$ cat src/rtl/ysyx_23060203_mem_arbiter.sv
// Shares one memory port between IFU (read-only) and LSU, with a per-transaction timeout.
// Latency: combinational grant in IDLE; response pulse one cycle after mem_resp_valid (minimum 2 cycles).
// Backpressure: both upstream readys stay low while a transaction is open; responses are never stalled.
module ysyx_23060203_mem_arbiter #(
  parameter int ADDR_W   = 32,
  parameter int DATA_W   = 32,
  parameter int PRIO_LSU = 1,
  parameter int TIMEOUT  = 255
) (
  input  logic                clk,
  input  logic                rstn,
  input  logic                ifu_req_valid,
  output logic                ifu_req_ready,
  input  logic [ADDR_W-1:0]   ifu_addr,
  output logic                ifu_resp_valid,
  output logic [DATA_W-1:0]   ifu_rdata,
  output logic                ifu_resp_err,
  input  logic                lsu_req_valid,
  output logic                lsu_req_ready,
  input  logic [ADDR_W-1:0]   lsu_addr,
  input  logic                lsu_wen,
  input  logic [DATA_W-1:0]   lsu_wdata,
  input  logic [DATA_W/8-1:0] lsu_wmask,
  output logic                lsu_resp_valid,
  output logic [DATA_W-1:0]   lsu_rdata,
  output logic                lsu_resp_err,
  output logic                mem_req_valid,
  input  logic                mem_req_ready,
  output logic [ADDR_W-1:0]   mem_addr,
  output logic                mem_wen,
  output logic [DATA_W-1:0]   mem_wdata,
  output logic [DATA_W/8-1:0] mem_wmask,
  input  logic                mem_resp_valid,
  input  logic [DATA_W-1:0]   mem_rdata,
  input  logic                mem_resp_err
);

  localparam int STRB_W = DATA_W / 8;
  // Counter only has to reach TIMEOUT-1.
  localparam int CNT_W = (TIMEOUT > 2) ? $clog2(TIMEOUT) : 1;
  localparam logic [CNT_W-1:0] CNT_LAST = CNT_W'(TIMEOUT - 1);

  typedef enum logic [1:0] {
    IDLE = 2'd0,
    REQ  = 2'd1,
    WAIT = 2'd2
  } state_e;

  state_e              state_q;
  logic                owner_lsu_q;
  logic [CNT_W-1:0]    cnt_q;
  logic                mem_req_valid_q;
  logic [ADDR_W-1:0]   mem_addr_q;
  logic                mem_wen_q;
  logic [DATA_W-1:0]   mem_wdata_q;
  logic [STRB_W-1:0]   mem_wmask_q;
  logic                ifu_resp_valid_q;
  logic [DATA_W-1:0]   ifu_rdata_q;
  logic                ifu_resp_err_q;
  logic                lsu_resp_valid_q;
  logic [DATA_W-1:0]   lsu_rdata_q;
  logic                lsu_resp_err_q;

  logic                win_ifu;
  logic                win_lsu;
  logic                accept;
  logic                done;
  logic                timeout_hit;
  logic                finish;
  logic [DATA_W-1:0]   resp_rdata_d;
  logic                resp_err_d;

  // Arbitration between simultaneous requests and completion/timeout detection
  always_comb begin
    win_lsu      = lsu_req_valid && ((PRIO_LSU != 0) || !ifu_req_valid);
    win_ifu      = ifu_req_valid && ((PRIO_LSU == 0) || !lsu_req_valid);
    // Zero-latency memory: accept and respond in the same REQ cycle.
    done         = mem_resp_valid &&
                   ((state_q == WAIT) || ((state_q == REQ) && mem_req_ready));
    timeout_hit  = (TIMEOUT != 0) && (state_q != IDLE) && (cnt_q == CNT_LAST) && !done;
    finish       = done || timeout_hit;
    // Writes and timeouts return zero data; timeouts always report an error.
    resp_rdata_d = (timeout_hit || mem_wen_q) ? '0 : mem_rdata;
    resp_err_d   = timeout_hit || mem_resp_err;
  end

  // Readys are gated by rstn so every output reads 0 while reset is held.
  assign ifu_req_ready = rstn && (state_q == IDLE) && win_ifu;
  assign lsu_req_ready = rstn && (state_q == IDLE) && win_lsu;
  assign accept        = ifu_req_ready || lsu_req_ready;

  // Transaction FSM: latch the winner, drive memory, return the response to the owner
  always_ff @(posedge clk or negedge rstn) begin
    if (!rstn) begin
      state_q          <= IDLE;
      owner_lsu_q      <= 1'b0;
      cnt_q            <= '0;
      mem_req_valid_q  <= 1'b0;
      mem_addr_q       <= '0;
      mem_wen_q        <= 1'b0;
      mem_wdata_q      <= '0;
      mem_wmask_q      <= '0;
      ifu_resp_valid_q <= 1'b0;
      ifu_rdata_q      <= '0;
      ifu_resp_err_q   <= 1'b0;
      lsu_resp_valid_q <= 1'b0;
      lsu_rdata_q      <= '0;
      lsu_resp_err_q   <= 1'b0;
    end else begin
      ifu_resp_valid_q <= 1'b0;
      lsu_resp_valid_q <= 1'b0;
      unique case (state_q)
        IDLE: begin
          if (accept) begin
            state_q         <= REQ;
            mem_req_valid_q <= 1'b1;
            cnt_q           <= '0;
            owner_lsu_q     <= lsu_req_ready;
            if (lsu_req_ready) begin
              mem_addr_q  <= lsu_addr;
              mem_wen_q   <= lsu_wen;
              mem_wdata_q <= lsu_wdata;
              mem_wmask_q <= lsu_wmask;
            end else begin
              mem_addr_q  <= ifu_addr;
              mem_wen_q   <= 1'b0;
              mem_wdata_q <= '0;
              mem_wmask_q <= '0;
            end
          end
        end
        REQ, WAIT: begin
          if (finish) begin
            state_q         <= IDLE;
            mem_req_valid_q <= 1'b0;
            if (owner_lsu_q) begin
              lsu_resp_valid_q <= 1'b1;
              lsu_rdata_q      <= resp_rdata_d;
              lsu_resp_err_q   <= resp_err_d;
            end else begin
              ifu_resp_valid_q <= 1'b1;
              ifu_rdata_q      <= resp_rdata_d;
              ifu_resp_err_q   <= resp_err_d;
            end
          end else begin
            cnt_q <= cnt_q + 1'b1;
            if ((state_q == REQ) && mem_req_ready) begin
              state_q         <= WAIT;
              mem_req_valid_q <= 1'b0;
            end
          end
        end
        default: begin
          state_q         <= IDLE;
          mem_req_valid_q <= 1'b0;
        end
      endcase
    end
  end

  assign mem_req_valid  = mem_req_valid_q;
  assign mem_addr       = mem_addr_q;
  assign mem_wen        = mem_wen_q;
  assign mem_wdata      = mem_wdata_q;
  assign mem_wmask      = mem_wmask_q;
  assign ifu_resp_valid = ifu_resp_valid_q;
  assign ifu_rdata      = ifu_rdata_q;
  assign ifu_resp_err   = ifu_resp_err_q;
  assign lsu_resp_valid = lsu_resp_valid_q;
  assign lsu_rdata      = lsu_rdata_q;
  assign lsu_resp_err   = lsu_resp_err_q;

endmodule

$ cat config.mk
export PLATFORM = sky130hd
export DESIGN_NAME = ysyx_23060203_mem_arbiter
export DESIGN_NICKNAME = d
export VERILOG_FILES = /design/src/rtl/ysyx_23060203_mem_arbiter.sv
export SDC_FILE = /design/constraint.sdc
export NUM_CORES = 1
export LEC_CHECK = 0
export BUFFER_PORTS_ARGS = -buffer_cell sky130_fd_sc_hd__buf_2
export CORE_MARGIN = 5
export CORE_UTILIZATION = 44
export CTS_CLUSTER_SIZE = 8
export DETAILED_ROUTE_END_ITERATION = 6
export GPL_ROUTABILITY_DRIVEN = 1
export GPL_TIMING_DRIVEN = 1
export MAX_ROUTING_LAYER = met4
export PLACE_DENSITY_LB_ADDON = 0.12
export SLEW_MARGIN = 20
export SYNTH_ARGS = -nofsm -noshare
export SYNTH_HDL_FRONTEND = slang
export SYNTH_SLANG_ARGS = --single-unit
$ cat constraint.sdc
create_clock -name clk -period 3.19 [get_ports clk]
set_input_delay 0.638 -clock clk [delete_from_list [all_inputs] [get_ports clk]]
set_output_delay 0.638 -clock clk [all_outputs]
set_load 0.03 [all_outputs]
# == Word-level counts from Yosys, hierarchy flattened ==
# Index checks and enable logic that the tools add are counted.
# W data, S select, Z words.
# classes
n_eq_ne,6
mux,22
addsub,1
n_reduce_logical,24
bitwise,1
# ops
operator,count
$mux W32,3
$mux W8,2
$pmux W8 S2,1
$mux W1,10
$reduce_and A3 Y1,3
$add A8 B1 Y8 const B,1
$eq A8 B8 Y1 const B,1
$logic_and A1 B1 Y1,8
$mux W2,3
$logic_or A1 B1 Y1,5
$mux W4,1
$ne A2 B2 Y1 const B,2
$pmux W2 S2,1
$reduce_and A2 Y1,2
$reduce_bool A2 Y1,2
$ne A3 B3 Y1 const B,1
$eq A2 B1 Y1 const B,1
$eq A2 B2 Y1 const B,1
$logic_not A1 Y1,2
$logic_not A2 Y1,1
$pmux W1 S2,1
$reduce_or A2 Y1,1
$not A1 Y1,1
# word_totals
out_inout_bits,140
input_bits,140
ff_bits,149

# == Depth between registers and ports, before layout ==
# Gate-level depths: netlist of run 1.
# depth
ltp_word,9
mapped_depth,8
mapped_depth_nobuf,6

# == Worst setup path before layout of run 1 ==
# Ideal clock, no wire load.
# synth_path
kind,register to output
start,register state_q[1]
end,output lsu_req_ready
arrival_time_ns,1.539
required_ns,2.552
path_buffers,1
slack_ns,1.013
path_stages_with_launch,6
path_cell_list,dfrtp_1 inv_1 ha_1 nand3_1 inv_1 clkbuf_1
# synth_via
elab_chain_len,3
# synth_lines
element,line,rtl
start: declaration,49,state_e state_q;
start signal: assignment,95,state_q <= IDLE;
start signal: assignment,115,state_q <= REQ;
start signal: assignment,134,state_q <= IDLE;
$logic_not A2 Y1,89,assign lsu_req_ready = rstn && (state_q == IDLE) && win_lsu;
$logic_and A1 B1 Y1 (2 in a row),89,
end: declaration,19,"output logic lsu_req_ready,"
# Every way passes these cells.

# == Worst setup path in the final report of run 1 ==
# layout_path
start,register state_q[1]
end,register ifu_rdata_q[30] (netlist: ifu_rdata[30])
# layout_via
elab_chain_len,8
# layout_lines
element,line,rtl
$eq A2 B1 Y1,"79, 112",
$logic_and A1 B1 Y1,79,((state_q == WAIT) || ((state_q == REQ) && mem_req_ready));
$logic_or A1 B1 Y1,79,
$logic_and A1 B1 Y1,78,done = mem_resp_valid &&
$logic_not A1 Y1,80,timeout_hit = (TIMEOUT != 0) && (state_q != IDLE) && (cnt_q == CNT_LAST) && !done;
$logic_and A1 B1 Y1,80,
$logic_or A1 B1 Y1 (on tied branches),"81, 83",
$reduce_and A3 Y1 (no source line) / $mux W32 (equally long branches),-,
end signal: assignment,142,ifu_rdata_q <= resp_rdata_d;
end: declaration,58,logic [DATA_W-1:0] ifu_rdata_q;
# Several ways; a longest one is shown, not always the timed one.
# A chain may end at the register's enable or synchronous reset.

==> run metrics, run 1 <==
status finished clean; delay-heaviest family, CP simple AND/OR/NAND/NOR gates; layout cells sized above 1 50.3%; static leakage power 4.81 nW; post-detailed-route wirelength per cell 18.2 um; Setup crit start state_q[1]; cell internal pwr 5.80 mW; post-synthesis sequential area ratio 55.9%; final hold vios 0; first-pass GRT wire length 28400 um; sw frac 44.2%; Crit. path cell count 6; syn_nets 656; pre-CTS WS 600 ps; CTS root buf clkbuf_16; CTS tree yes; crit path buf inv count 1; max_cap viols 0; Final Skew 14.8 ps; Area Growth Syn to Fin 32.3%; total congestion overflow 0; r2r worst-path depth 6; DRT antenna net count 0; Fin Setup TNS 0 ps; Bufs on Longest Clock Path 2; RSZ-0062 raised after global routing no; crit path capture ifu_rdata[30]; crit-path cells inv_1, ha_1, nand4b_4, o22ai_4, nand3b_4, mux2_2; Least-Margin Pin Slew 825 ps; top_reg_cell synth dfrtp_1; slowest cell delay on critical path 500 ps; Fmax 0.385 GHz; number of synthesized flops with an enable pin 0; r2r setup slk 590 ps; post-synth top area cell dfrtp_1; CP required 3480 ps; Synth Cell Area 6670 um^2; Worst-Skew Late Latency 420 ps; IO Count 280; crit path time final 2600 ps; Post-Syn Area per Cell 13.1 um^2; total net switching power 4.59 mW; Reg-to-Reg Start state_q[1]; DR vias 5081; clock power share 20.2%; WL final 17900 um; most frequent cells after synthesis dfrtp_1 (149), nand2_1 (41), mux2_2 (39), a22o_1 (38), o21ai_0 (35); Die Span Y 133 um; critical path class flop to flop; Initial Util 44.4%; Clock Pin Slew Worst Setup and Hold Paths 60 ps; pwr dens 1180 nW/um^2; synthesized instance count 509; Die ar. 17700 um^2; maximum fanout along the worst path 34; post-cts resize count 0; synthesized flop and latch total 149; Comb power frac 47.7%; vias in the first global route 5417; VDD IR max 0.000542 V; top-count cell post-synth dfrtp_1; DR vias/cell 5.18; PnR worst setup slack 594 ps; slowest library cell on the worst path nand3b_4; area of the multi-input gates 2710 um^2; row count 45; crit path launch type flop; nets@finish 925; GRT Util Overall 20.8%; crit end category flop; DRT Pass-1 Iters 4; dpl hpwl 12900 um; Warnings, synthesis 0; count of final setup violators 0; largest net degree at the start of global routing 146; hold_buf cts 0; DIE WIDTH 133 um; Max Slew Vio Count 0; initial drt markers 239; fill count 1246; antenna violations before repair 2; asr flop ratio synth 100%; # H-tree levels 4; share of Yosys cell area claimed by the top area cell type 55.9%; register area 3730 um^2; Setup Buffers After CTS 0; Inserted Clock Buffers 17; Yosys cell types 49; Num Clock Sinks 149; core area 15000 um^2; relative slew slack 45.0%; Critical R2R Capture ifu_rdata[30]; Flop pwr share 32.1%; number of I/O port buffers 279; worst path arrival time 2890 ps; min-delay worst type input port to asynchronous set/reset pin; Final GP Congestion 0.850; fin crit share 81.4%; main area contributors after synthesis dfrtp_1 (56%), mux2_2 (6.6%), mux2_4 (6.5%), a22o_1 (5.0%), mux2i_1 (4.8%); DRC viols 0
[cells in the final DEF (no fill, tap or decap), types with 11 or more instances in the layout]
| cell | n |
|---|---|
| dfrtp_1 | 149 |
| mux2i_1 | 32 |
| nor3b_1 | 33 |
| o21ai_0 | 35 |
| nand2_1 | 41 |
| mux2_4 | 29 |
| a22o_1 | 38 |
| clkbuf_16 | 17 |
| nand3_1 | 11 |
| mux2_2 | 39 |
| buf_2 | 278 |
[flip-flops by register name, summed over array words and instances, names as in the netlist, 2 cells and up]
signal     count
lsu_rdata     32
ifu_rdata     32
mem_wmask      4
mem_wdata     32
mem_addr      32
state_q        2
cnt_q          8
[power by group through the flow]
stage	sequential, mW	combinational [mW]	clock [mW]
global placement	3.31	4.93	0
detailed placement	3.33	5.02	0
finish	3.33	4.96	2.10
CTS	3.33	5.00	2.16
floorplan	4.95	1.87	0
global route	3.45	5.28	2.24
[cell families after synthesis]
group / after synthesis / synth area share [%]
buffers and inverters: 44 / 3.62
adder cells (fa/ha/maj): 7 / 1.31
flip-flops: 149 / 55.9
multiplexers: 100 / 17.9
AO/OA/AOI/OAI: 102 / 11.7
AND/OR/NAND/NOR: 107 / 9.55
[metal layers]
metal | GRT usage [%] | wire [um]
met5 | - | 0
met4 | 7.77 | 403
met3 | 5.70 | 1410
met2 | 32.2 | 8370
met1 | 26.2 | 7710
[cell type report]
cell class,count,area share [%]
clock buffers,18,4.98
multi-input cells,316,30.7
flip-flops and latches,149,42.2
diodes,2,0.0567
inverters,7,0.298
clock inverters,14,2.10
repair buffers,287,17.0
well taps,188,2.67
[worst register-to-register path, cell delays in order, from the launching register on]
cell and delay, ps:
dfrtp_1 410, inv_1 100, ha_1 370, nand4b_4 300
o22ai_4 330, nand3b_4 500, mux2_2 470
[worst min path at each step]
stage	from	to	depth (start not counted)
2_1_floorplan	rstn	cnt_q[0]	0
3_3_place_gp	rstn	owner_lsu_q	1
3_5_place_dp	rstn	mem_addr[27]	1
4_1_cts	rstn	mem_addr[27]	1
5_1_grt	rstn	mem_addr[27]	1
6_report	rstn	mem_addr[27]	1
[through the flow]
| stage | hold WS [ps] | area [um^2] | utilization [%] | std cells | power, mW |
|---|---|---|---|---|---|
| 4_1_cts | 7.67 | 8820 | 58.7 | 979 | 10.5 |
| 3_5_place_dp | 450 | 8200 | 54.5 | 947 | 8.35 |
| 5_1_grt | 7.91 | 8830 | 58.7 | 981 | 11.0 |
| 6_report | 27.2 | 8830 | 58.7 | 981 | 10.4 |
| 3_3_place_gp | 450 | 8200 | 54.5 | 947 | 8.24 |
| 2_1_floorplan | 342 | 6670 | - | 509 | 6.82 |
(Power assumes the default switching activity.)
==> inputs of run 2 (changes only) <==
==> constraint.sdc (replaced) <==
create_clock -name clk -period 2.5 [get_ports clk]
set_input_delay 0.5 -clock clk [delete_from_list [all_inputs] [get_ports clk]]
set_output_delay 0.5 -clock clk [all_outputs]
set_load 0.03 [all_outputs]
==> run 2 against run 1 <==
  * Sequential share of layout area is 0.10 points lower
  * Power is 27% higher
  * Core utilization is 0.14 points higher
  * Via count is 0.73% higher
  * Flip-flop and latch count stayed put
  * Critical path type is now flop to primary output
  * Highest routed layer unchanged
==> run metrics, run 2 (synthesis results as in run 1) <==
Final GP Congestion 0.800; Hold WS 308 ps; max_cap viols 0; initial drt markers 249; layout cells sized above 1 50.0%; row count 45; IO Count 280; r2r setup slk 190 ps; core area 15000 um^2; Crit. path cell count 6; slowest library cell on the worst path dfrtp_1; worst path arrival time 1820 ps; dpl cell area 8230 um^2; Die Span Y 133 um; number of I/O port buffers 279; fin crit share 92.9%; total congestion overflow 0; Setup crit start state_q[1]; maximum fanout along the worst path 15; final hold vios 0; min-delay worst type input port to flop; first-pass GRT wire length 28300 um; critical path class flop to primary output; Initial Util 44.4%; Clock Pin Slew Worst Setup and Hold Paths 60 ps; Num Clock Sinks 149; slowest cell delay on critical path 420 ps; crit path launch type flop; # H-tree levels 4; DRC viols 0; DR vias/cell 5.19; Bufs on Longest Clock Path 2; static leakage power 4.81 nW; Hold Path Origin lsu_wdata[0]; DR vias 5118; CP required 2000 ps; DRT Pass-1 Iters 4; GRT Util Overall 20.8%; Inserted Clock Buffers 17; cell mode on critical path inv_1; Reg-to-Reg Start state_q[1]; status finished clean; post-detailed-route wirelength per cell 18.3 um; vias in the first global route 5184; WHS Endpoint mem_wdata[0]; count of final setup violators 0; hold depth 2; relative slew slack 59.0%; Die ar. 17700 um^2; CTS tree yes; crit end category primary output; Final Skew 10.5 ps; RSZ-0062 raised after global routing yes; dpl hpwl 13300 um; DIE WIDTH 133 um; Critical R2R Capture ifu_rdata[21]; most common cell after layout, fill and taps aside buf_2; DRT antenna net count 0; Area Growth Syn to Fin 32.6%; Setup Buffers After CTS 0; crit path time final 2320 ps; crit-path cells inv_1, ha_1, buf_4, nand3_4, inv_1, buf_2; pwr dens 1490 nW/um^2; delay-heaviest family, CP buffers and inverters; CTS root buf clkbuf_16; Fmax 0.430 GHz; nets@finish 929; WL final 18100 um; largest net degree at the start of global routing 112; VDD IR max 0.000585 V; crit path buf inv count 4; antenna violations before repair 4; Least-Margin Pin Slew 615 ps; Worst-Skew Late Latency 420 ps; Max Slew Vio Count 0; r2r worst-path depth 6; most frequent cells in the layout buf_2 (278), dfrtp_1 (149), nand2_1 (41); fin area 8850 um^2
-- run 2: layout make-up --
type	instances	area, um^2
fillers	1251	6190
flip-flops and latches	149	3730
multi-input cells	316	2710
repair buffers	291	1550
clock buffers	20	437
well taps	188	235
clock inverters	11	151
inverters	7	26.3
diodes	4	10.0
-- run 2: metal layers --
metal / part of all wire (%) / vias to the layer above / GRT usage [%]
li1: - / 2413 / -
met1: 42 / 2466 / 26.7
met2: 48 / 218 / 31.5
met3: 8.2 / 21 / 6.53
met4: 2.0 / 0 / 7.43
met5: 0 / - / -
-- run 2: how the worst max path moves through the flow --
stage / endpoint / slack (ps)
2_1_floorplan: lsu_req_ready / 460
3_3_place_gp: ifu_rdata[27] / 230
3_5_place_dp: ifu_rdata[21] / 120
4_1_cts: lsu_req_ready / 30
5_1_grt: ifu_rdata[21] / -20
6_report: lsu_req_ready / 180
-- run 2: report_power, final --
part           switching (mW)  internal [mW]
combinational            4.12           2.26
sequential              0.695           3.56
clock                   0.997           1.57
-- run 2: metrics by stage --
stage / setup TNS (ps) / setup slack (ps) / std cells / utilization, % / total power [mW]
floorplan: 0 / 461 / 509 / - / 8.70
global placement: 0 / 231 / 950 / 54.8 / 10.6
detailed placement: 0 / 125 / 950 / 54.8 / 10.7
CTS: 0 / 27.8 / 982 / 58.7 / 13.3
global route: -92.9 / -15.3 / 986 / 58.9 / 13.9
finish: 0 / 176 / 986 / 58.9 / 13.2
-- run 2: timing repair --
action                                  4_1_cts  5_1_grt
hold buffers                                  1        0
endpoints found under the hold margin         4        0
endpoints found under the setup margin        0       34
resized for setup                             0        1
==> inputs of run 3 (changes only) <==
--- a/config.mk
+++ b/config.mk
@@ -6,7 +6,6 @@
 export NUM_CORES = 1
 export LEC_CHECK = 0
 export BUFFER_PORTS_ARGS = -buffer_cell sky130_fd_sc_hd__buf_2
-export CORE_MARGIN = 5
 export CORE_UTILIZATION = 44
 export CTS_CLUSTER_SIZE = 8
 export DETAILED_ROUTE_END_ITERATION = 6
==> run 3 against run 2 <==
  * Core utilization is 1.9 points higher
  * Register-to-register slack improved by 70 ps
  * The flow now finishes with violations (DRC)
  * Routed wire length down 4.3%
  * Clock power barely moved
  * Cell count is the same
  * Power increased by 0.40%
  * Largest power group unchanged
  * Critical path type unchanged
  * Cell area rose by 0.59%
  * Clock skew decreased by 2.5 ps
  * Global-route usage grew 3.0 points
  * Worst hold slack lost 130 ps
==> run metrics, run 3 (synthesis results as in run 1) <==
static leakage power 4.85 nW; dpl cell area 8280 um^2; min-delay worst type input port to asynchronous set/reset pin; Die ar. 15700 um^2; layout cells sized above 1 50.8%; number of I/O port buffers 279; Final GP Congestion 0.798; Fin Setup TNS 0 ps; CTS root buf clkbuf_16; DRT antenna net count 0; status complete, but fails checks; Die Span Y 125 um; most common cell after layout, fill and taps aside buf_2; delay-heaviest family, CP buffers and inverters; Fmax 0.430 GHz; GRT Util Overall 23.8%; Bufs on Longest Clock Path 2; crit-path cells inv_1, ha_1, buf_4, nand3_2, inv_1, buf_2; crit end category primary output; slowest library cell on the worst path dfrtp_1; DR vias 5139; crit path time final 2320 ps; DR vias/cell 5.21; vias in the first global route 5300; total congestion overflow 0; slowest cell delay on critical path 430 ps; fill count 1221; maximum fanout along the worst path 15; first-pass GRT wire length 28100 um; CP required 2000 ps; Final Skew 8.05 ps; relative slew slack 59.8%; largest net degree at the start of global routing 113; dpl hpwl 12700 um; post-cts resize count 0; Num Clock Sinks 149; final hold vios 0; initial drt markers 347; final cell count without fillers 986; area of the multi-input gates 2710 um^2; nets@finish 933; crit path buf inv count 4; # H-tree levels 4; failing checks DRC; row count 44; Least-Margin Pin Slew 603 ps; VDD IR max 0.000731 V; max_cap viols 0; Area Growth Syn to Fin 33.4%; Initial Util 45.5%; pre-CTS WS 159 ps; Tot Pwr 13.2 mW; WL final 17300 um; Setup Buffers After CTS 0; fin util 60.8%; RSZ-0062 raised after global routing no; Max Slew Vio Count 0; fin crit share 92.9%; core area 14600 um^2; antenna violations before repair 3; DRT Pass-1 Iters 7; hold_buf cts 0; cell mode on critical path inv_1; count of final setup violators 0; Worst-Skew Late Latency 420 ps; post-detailed-route wirelength per cell 17.5 um; DP Cell Count 950; fin area 8900 um^2; register area 3730 um^2; crit path launch type flop; Clock Pin Slew Worst Setup and Hold Paths 60 ps; DIE WIDTH 125 um; critical path class flop to primary output; PnR worst setup slack 177 ps; most frequent cells in the layout buf_2 (278), dfrtp_1 (149), nand2_1 (41); worst path arrival time 1820 ps; DRC viols 36; Hold WS 178 ps; pwr dens 1490 nW/um^2; IO Count 280; Inserted Clock Buffers 17; CTS tree yes
## run 3: worst reg2reg max path: stages, from the launching register on
cell and delay, ps:
dfrtp_1 420, inv_1 110, ha_1 200, nand4b_4 230
o22ai_4 260, and3_2 370, buf_12 200, mux2_2 340
## run 3: worst paths after layout
path | from | endpoint | slack (ps) | cells past startpoint
max | state_q[1] | lsu_req_ready | 180 | 6
min | rstn | cnt_q[1] | 180 | 2
max reg2reg | state_q[1] | lsu_resp_err | 260 | 7
min reg2reg | mem_addr[21] | mem_addr[21] | 480 | 2
max in group asynchronous | rstn | mem_wdata[24] | 1860 | 2
min in group clk | lsu_wdata[3] | mem_wdata[3] | 300 | 2
## run 3: power breakdown
part / leakage [nW] / total, mW / switching, mW / internal [mW]
sequential: 1.89 / 4.24 / 0.682 / 3.55
clock: 0.297 / 2.60 / 1.07 / 1.53
combinational: 2.66 / 6.42 / 4.13 / 2.28
## run 3: cell type report
cell class                      count  share of cell area [%]
Sequential cell                   149                    41.9
Tap cell                          184                    2.59
Clock inverter                     14                    1.84
Inverter                            7                   0.295
Clock buffer                       18                    4.93
Timing Repair Buffer              295                    18.0
Multi-Input combinational cell    316                    30.4
Antenna cell                        3                  0.0844
## run 3: routing by layer
layer	wire [um]	GRT usage (%)	share of wire (%)	vias up
met3	1130	5.52	6.5	31
met1	7250	29.1	42	2467
met4	570	11.3	3.3	0
met5	0	-	0	-
met2	8330	37.5	48	223
li1	-	-	-	2418
